<file path="config.mk">
export PLATFORM = sky130hd
export DESIGN_NAME = jam_cost_server
export DESIGN_NICKNAME = d
export VERILOG_FILES = /design/src/rtl/jam_pkg.sv /design/src/rtl/jam_cost_table.sv /design/src/rtl/jam_cost_server.sv
export SDC_FILE = /design/constraint.sdc
export NUM_CORES = 1
export LEC_CHECK = 0
export BUFFER_PORTS_ARGS = -buffer_cell sky130_fd_sc_hd__buf_2
export CORE_MARGIN = 5
export CORE_UTILIZATION = 50
export DETAILED_ROUTE_END_ITERATION = 6
export GPL_TIMING_DRIVEN = 0
export PLACE_DENSITY = 0.67
export SYNTH_ARGS = -nofsm -noshare
export SYNTH_HDL_FRONTEND = slang
export SYNTH_SLANG_ARGS = --single-unit
export TNS_END_PERCENT = 50
</file>
<file path="constraint.sdc">
create_clock -name CLK -period 41.7 [get_ports CLK]
set_clock_uncertainty 0.05 [all_clocks]
set_input_delay 6.255 -clock CLK [delete_from_list [all_inputs] [get_ports CLK]]
set_output_delay 6.255 -clock CLK [all_outputs]
set_load 0.05 [all_outputs]
</file>
<file path="src/rtl/jam_pkg.sv">
// JAM cost-lookup shared definitions.
// Used by the cost server and the assignment solver.
package jam_pkg;

  localparam int COST_W = 7;
  localparam int IDX_W  = 3;
  localparam int ADDR_W = 2 * IDX_W;
  localparam int N_ENT  = 1 << ADDR_W;
  localparam int SUM_W  = 13;

  typedef enum logic [1:0] {
    LOAD  = 2'd0,
    SERVE = 2'd1,
    DONE  = 2'd2
  } jam_state_e;

endpackage

</file>
<file path="src/rtl/jam_cost_table.sv">
// 64-entry cost register file.
// One write port, one combinational read port.
module jam_cost_table
  import jam_pkg::*;
(
  input  logic              clk,
  input  logic              rst,
  input  logic              we,
  input  logic [ADDR_W-1:0] waddr,
  input  logic [COST_W-1:0] wdata,
  input  logic [ADDR_W-1:0] raddr,
  output logic [COST_W-1:0] rdata
);

  logic [COST_W-1:0] mem_q [N_ENT];

  always_ff @(posedge clk or posedge rst) begin
    if (rst) begin
      for (int i = 0; i < N_ENT; i++) begin
        mem_q[i] <= '0;
      end
    end else if (we) begin
      mem_q[waddr] <= wdata;
    end
  end

  assign rdata = mem_q[raddr];

endmodule

</file>
<file path="src/rtl/jam_cost_server.sv">
// JAM cost-table responder: streams the table in,
// serves (W,J) lookups, captures the solver result.
module jam_cost_server
  import jam_pkg::*;
(
  input  logic              CLK,
  input  logic              RST,
  input  logic              in_valid,
  input  logic [COST_W-1:0] in_data,
  output logic              in_ready,
  input  logic              restart,
  input  logic [IDX_W-1:0]  W,
  input  logic [IDX_W-1:0]  J,
  output logic [COST_W-1:0] Cost,
  input  logic              Valid,
  input  logic [9:0]        MinCost,
  input  logic [3:0]        MatchCount,
  output logic              table_ready,
  output logic [SUM_W-1:0]  checksum,
  output logic [15:0]       query_cnt,
  output logic [9:0]        res_min,
  output logic [3:0]        res_cnt,
  output logic              done
);

  jam_state_e        state_q;
  logic [ADDR_W-1:0] load_cnt_q;
  logic [SUM_W-1:0]  checksum_q;
  logic [15:0]       query_cnt_q;
  logic [9:0]        res_min_q;
  logic [3:0]        res_cnt_q;
  logic              done_q;
  logic              table_ready_q;
  logic              in_ready_q;
  logic              valid_q;
  logic              accept;
  logic              vld_rise;
  logic [COST_W-1:0] rdata;

  assign accept   = in_valid && in_ready_q;
  assign vld_rise = Valid && !valid_q;

  jam_cost_table u_tbl (
    .clk   (CLK),
    .rst   (RST),
    .we    (accept),
    .waddr (load_cnt_q),
    .wdata (in_data),
    .raddr ({W, J}),
    .rdata (rdata)
  );

  always_ff @(posedge CLK or posedge RST) begin
    if (RST) begin
      state_q       <= LOAD;
      load_cnt_q    <= '0;
      checksum_q    <= '0;
      query_cnt_q   <= '0;
      res_min_q     <= '0;
      res_cnt_q     <= '0;
      done_q        <= 1'b0;
      table_ready_q <= 1'b0;
      in_ready_q    <= 1'b1;
      valid_q       <= 1'b0;
    end else begin
      valid_q <= Valid;
      unique case (state_q)
        LOAD: begin
          if (accept) begin
            checksum_q <= checksum_q
              + {{(SUM_W-COST_W){1'b0}}, in_data};
            load_cnt_q <= load_cnt_q + 1'b1;
            if (load_cnt_q == ADDR_W'(N_ENT - 1)) begin
              state_q       <= SERVE;
              table_ready_q <= 1'b1;
              in_ready_q    <= 1'b0;
            end
          end
        end
        SERVE, DONE: begin
          // restart beats a coincident Valid edge
          if (restart) begin
            state_q       <= LOAD;
            load_cnt_q    <= '0;
            checksum_q    <= '0;
            query_cnt_q   <= '0;
            done_q        <= 1'b0;
            table_ready_q <= 1'b0;
            in_ready_q    <= 1'b1;
          end else if (state_q == SERVE) begin
            if (query_cnt_q != 16'hFFFF) begin
              query_cnt_q <= query_cnt_q + 16'd1;
            end
            if (vld_rise) begin
              res_min_q <= MinCost;
              res_cnt_q <= MatchCount;
              done_q    <= 1'b1;
              state_q   <= DONE;
            end
          end
        end
        default: state_q <= LOAD;
      endcase
    end
  end

  assign in_ready    = in_ready_q;
  assign table_ready = table_ready_q;
  assign checksum    = checksum_q;
  assign query_cnt   = query_cnt_q;
  assign res_min     = res_min_q;
  assign res_cnt     = res_cnt_q;
  assign done        = done_q;
  assign Cost        = table_ready_q ? rdata : '0;

endmodule

</file>
Word level (Yosys, flattened, before mapping)
Index checks and enable logic that the tools add are counted.

operators by class
  $add $sub $neg = 3
  $lt $le $gt $ge = 3
  equality and inequality tests = 9
  mux-type cells = 33
  bitwise operators = 3
  reduce and logical (&&, ||, !) cells = 16

operators by type and width
  operator                                                                       count
  448-bit bitwise mux                                                            1
  16-bit two-way mux                                                             3
  7-bit binary-select mux with 6-bit select                                      1
  7-bit demux with 6-bit select                                                  1
  7-bit two-way mux                                                              4
  13-bit two-way mux                                                             2
  13-bit case mux with 2 select lines                                            1
  16-bit by 1-bit adder with 16-bit output (second input constant)               1
  16-bit inequality test (second input constant)                                 1
  7-bit greater-or-equal comparator (second input constant)                      2
  6-bit NOT with 7-bit output                                                    2
  13-bit by 7-bit adder with 13-bit output                                       1
  6-bit two-way mux                                                              2
  6-bit case mux with 2 select lines                                             1
  4-bit AND reduction                                                            3
  2-bit two-way mux                                                              5
  1-bit two-way mux                                                              9
  3-bit AND reduction                                                            3
  2-bit nonzero test                                                             4
  7-bit by 1-bit less-than comparator with 1-bit output (second input constant)  1
  6-bit by 1-bit adder with 6-bit output (second input constant)                 1
  6-bit equality test (second input constant)                                    1
  2-bit inequality test (second input constant)                                  3
  3-bit inequality test (second input constant)                                  2
  9 further kinds                                                                12

storage, ports and cells
  register bits = 503
  word-level logic and storage cells = 141

Depth between registers and ports, before layout
  depth in word-level cells = 6
  depth in mapped cells = 10
  mapped depth without buffers = 9

By module
A second synthesis with hierarchy kept.

second synthesis, totals
  cell total of the unflattened synthesis = 1610
  area, all modules = 23545.1 um^2

modules (own cells, without submodules)
  module           times used  cells each  area each (um^2)
  jam_cost_table   1           1330        20596.0
  jam_cost_server  1           280         2949.1

Worst setup path after synthesis
No wires, ideal clock.

  path kind = input-to-output
  start point = input port J[0]
  end point = output port Cost[3]
  data arrival time = 8.426 ns
  required time = 35.395 ns
  path slack = 26.969 ns
  stages on the path = 9
  buffers on the path = 4
  cell sequence = buf_4 buf_4 buf_4 buf_2 nand3b_1 o22ai_1 nor3_1 o21ai_1 a21oi_1

on the way
  cells in the longest elaborated chain, start to end = 5

ends and longest elaborated chain
  what                                                  line                    RTL
  start: declaration                                    jam_cost_server.sv:13   input logic [IDX_W-1:0] J,
  6-bit NOT with 7-bit output (not written as such)     jam_cost_table.sv:27    assign rdata = mem_q[raddr];
  7-bit binary-select mux with 6-bit select             jam_cost_table.sv:27
  7-bit two-way mux (not written as such) (2 in a row)  jam_cost_table.sv:27
  7-bit two-way mux                                     jam_cost_server.sv:114  assign Cost = table_ready_q ? rdata : '0;
  end: declaration                                      jam_cost_server.sv:14   output logic [COST_W-1:0] Cost,

Every way passes these cells. The select of a mux whose other input is x is not followed.

Worst setup path in the final report
  start point = input port J[2]
  end point = output port Cost[1]

The elaborated chain is that of the path after synthesis.

==> results by group <==
Run status
  • Status: completed

STA
  • Crit path time final: around 16 ns
  • Final setup viols: 0
  • Max Slew Vio Count: 0
  • Slew @ Worst Pin: 1.39 ns
  • Unrepaired setup endpoints after global routing: no
  • Setup tns final: 0 ns
  • Fin. Hold Viols: 0
  • Relative slew margins: 0.0646
  • Hold WS: 0.435 ns
  • Tcrit/Tclk final: 0.382
  • Peak Freq: 0.0628 GHz

Worst setup path
  • Crit. End Element: primary output
  • Crit Path Max Fanout: 10
  • CP Cell Sequence: buf_2 > buf_2 > buf_2 > clkbuf_1 > a2111oi_0 > nor3_1 > a31oi_1 > o211ai_1 > buf_2
  • FF-to-FF path depth: 5
  • Kind of critical path: in2out
  • CP Data Required Time: 35.39 ns
  • CP arrival: 9.61 ns
  • Crit path launch type: primary input
  • WP buf/inv: 5
  • CP dominant cell by count: buf_2
  • Top Family by Delay on Critical Path: buffers and inverters
  • CP max stage cell: clkbuf_1
  • Crit-path max cell delay: 0.68 ns
  • Critical path depth: 9

Yosys
  • Cell Area, Synth: 23300 sq um
  • Main synth FF type: dfrtp_1
  • Avg Cell Area, Syn: 14.6 sq um
  • Synth top area share: 0.538
  • Asr flop ratio synth: 1.00
  • Sequential fraction of the synthesis area: 0.539
  • Register bit total from synthesis: 503
  • Ys Warns: 0
  • Post-synth top area cell: dfrtp_1
  • Post-Syn Nets: roughly 1600
  • Syn Inst Count: 1594
  • Unique masters post-synth: 61
  • Number of synthesized flops with an enable pin: 0
  • Synth area leaders: dfrtp_1 54%, mux2_2 21%, mux4_2 11%

Die
  • Chip Width: roughly 230 um
  • # rows: between 70 and 80
  • Die H: 226 um
  • Initial Utilization: 0.504
  • Core Box Area: 46400 sq um
  • Total I/O pin count: 85
  • DIE AREA: 51100 sq um

Route
  • Antenna Nets Post-Route: 0
  • Vias per std cell: around 6.4
  • DR DRC count: 0
  • Total wire length: 72800 um
  • WL/cell: 30.5 um
  • 1st-iter DRT viols: 1614
  • Pre-antenna DRT Iters: 6
  • Vias post-DR: roughly 15000

Power
  • Max VDD drop: 0.0417 mV
  • Clock power share: 0.476
  • Sw Pwr: 0.240 mW
  • Flop pwr share: 0.475
  • P_int: 0.789 mW
  • P_leak: 12.7 nW
  • Logic pwr share: 0.049
  • Pwr dens: 38.9 nW/um^2
  • Switching part of the total power: 0.233

Placement
  • Placed inst area: 24600 sq um
  • Number of port buffers: 81
  • Final GP Congestion: roughly 0.98
  • Placed Cells: 2285
  • DP Wirelength: 49100 um

Worst hold path
  • Hold Crit Depth: 2
  • HP Class: reg2reg

GRT
  • Number of global-route vias before repair: 15668
  • Gr usage total: 0.290
  • Largest net degree at the start of global routing: around 140
  • Global-route wire length before repair: between 100000 and 150000 um
  • Initial antenna violation count: 8
  • Grt ovf: 0

Cells and area
  • Post-route cell area: 26400 sq um
  • Layout cells sized above 1: 0.432
  • Nets: 1781
  • Most frequent cells in the layout: 502 x dfrtp_1, 438 x mux2_2, 119 x mux4_2
  • Final core utilization: 0.570
  • Most common library cell in the layout ignoring fill and taps: dfrtp_1
  • Fill cells: 3688
  • Post-route insts no fill: ~2400
  • Area grow syn2layout: 13.1%

CTS
  • CTS Sinks: 503
  • Hold Buf Count CTS: 0
  • Clk root buf: clkbuf_16
  • Clock Latency Late Sink: ~0.60 ns
  • CTS Buffer Depth: 3
  • CTS tree: yes
  • Resize count post-CTS: 0
  • H-tree depth: 2
  • Clock Pin Slew Worst Setup and Hold Paths: 0.06 ns
  • TritonCTS Buffers: 54
  • Post-CTS Setup Inserts: 0

Run
  • Max-cap violation count: 0
[state kept, by name, indices dropped and copies added (netlist names)]
register / flops
table_ready: 1
valid_q: 1
res_min: 10
state_q: 2
res_cnt: 4
done: 1
in_ready: 1
u_tbl.mem_q: 448
query_cnt: 16
checksum: 13
load_cnt_q: 6
[power groups by stage]
stage | clock [mW] | sequential (mW) | combinational, mW
5_1_grt | 0.515 | 0.488 | 0.0529
3_3_place_gp | 0 | 0.498 | 0.0485
2_1_floorplan | 0 | 0.498 | 0.0261
4_1_cts | 0.493 | 0.488 | 0.0501
6_report | 0.490 | 0.488 | 0.0505
3_5_place_dp | 0 | 0.497 | 0.0501
[final timing paths]
| kind | startpoint | slack [ns] | end |
|---|---|---|---|
| hold reg to reg | u_tbl.mem_q[78] | 0.44 | u_tbl.mem_q[78] |
| max in group asynchronous | RST | 34.14 | u_tbl.mem_q[368] |
| setup / recovery | J[2] | 25.78 | Cost[1] |
| setup reg to reg | in_ready | 38.33 | u_tbl.mem_q[285] |
| hold / removal | u_tbl.mem_q[78] | 0.44 | u_tbl.mem_q[78] |
| min in group asynchronous | RST | 5.71 | u_tbl.mem_q[321] |
[cell usage after synthesis, drive strengths merged (2+ instances only)]
cell	number
nand3	12
a2111oi	5
and4	2
or3b	3
inv	13
or3	10
o31ai	2
nand2	68
clkbuf	70
o22ai	12
mux2	448
nor3b	5
a21oi	14
a211oi	14
a31oi	5
buf	36
a21boi	2
nand4	8
nor3	17
nor2b	18
or2	2
o21ai	41
a22oi	2
and2	3
nor2	77
dfrtp	502
a22o	3
nand3b	7
a21o	2
and3	5
and3b	2
a32o	2
xnor2	4
o211ai	2
ha	14
mux2i	6
nor4	3
nand2b	2
mux4	124
xor2	17
[logic make-up after synthesis]
| group | Yosys count | share of synthesized area |
|---|---|---|
| compound gates | 110 | 0.0295 |
| buf+inv | 120 | 0.0242 |
| flops | 503 | 0.539 |
| fa+ha+maj | 15 | 0.00836 |
| simple gates | 247 | 0.0519 |
| mux | 578 | 0.339 |
| xor+xnor | 21 | 0.00788 |
[stage by stage]
step	worst slack [ns]	total power, mW
floorplan	21.35	0.524
global placement	16.29	0.546
detailed placement	25.93	0.547
CTS	25.96	1.03
global route	25.83	1.06
finish	25.78	1.03
[tightest hold or removal path: cells and delay by family, from the launching register on]
family,cells,cell delay [ns]
simple gates,1,0.04
flops,1,0.34
compound gates,1,0.06
[routing by layer]
layer,vias up,part of all wire,GRT usage
li1,6181,-,-
met1,8138,0.41,0.395
met2,676,0.46,0.443
met3,200,0.084,0.0746
met4,0,0.052,0.132
met5,-,0,0
[area by class of cell]
cell class / count / area, sq um / share of cell area
plain buffers: 106 / 513 / 0.0194
clock inverters: 19 / 228 / 0.00862
repair buffers: 84 / 488 / 0.0185
inverters: 14 / 60.1 / 0.00227
multi-input cells: 971 / 10200 / 0.386
well taps: 607 / 759 / 0.0288
flip-flops and latches: 503 / 12600 / 0.477
diodes: 3 / 7.51 / 0.000284
clock buffers: 82 / 1570 / 0.0594
(Power assumes the default switching activity.)
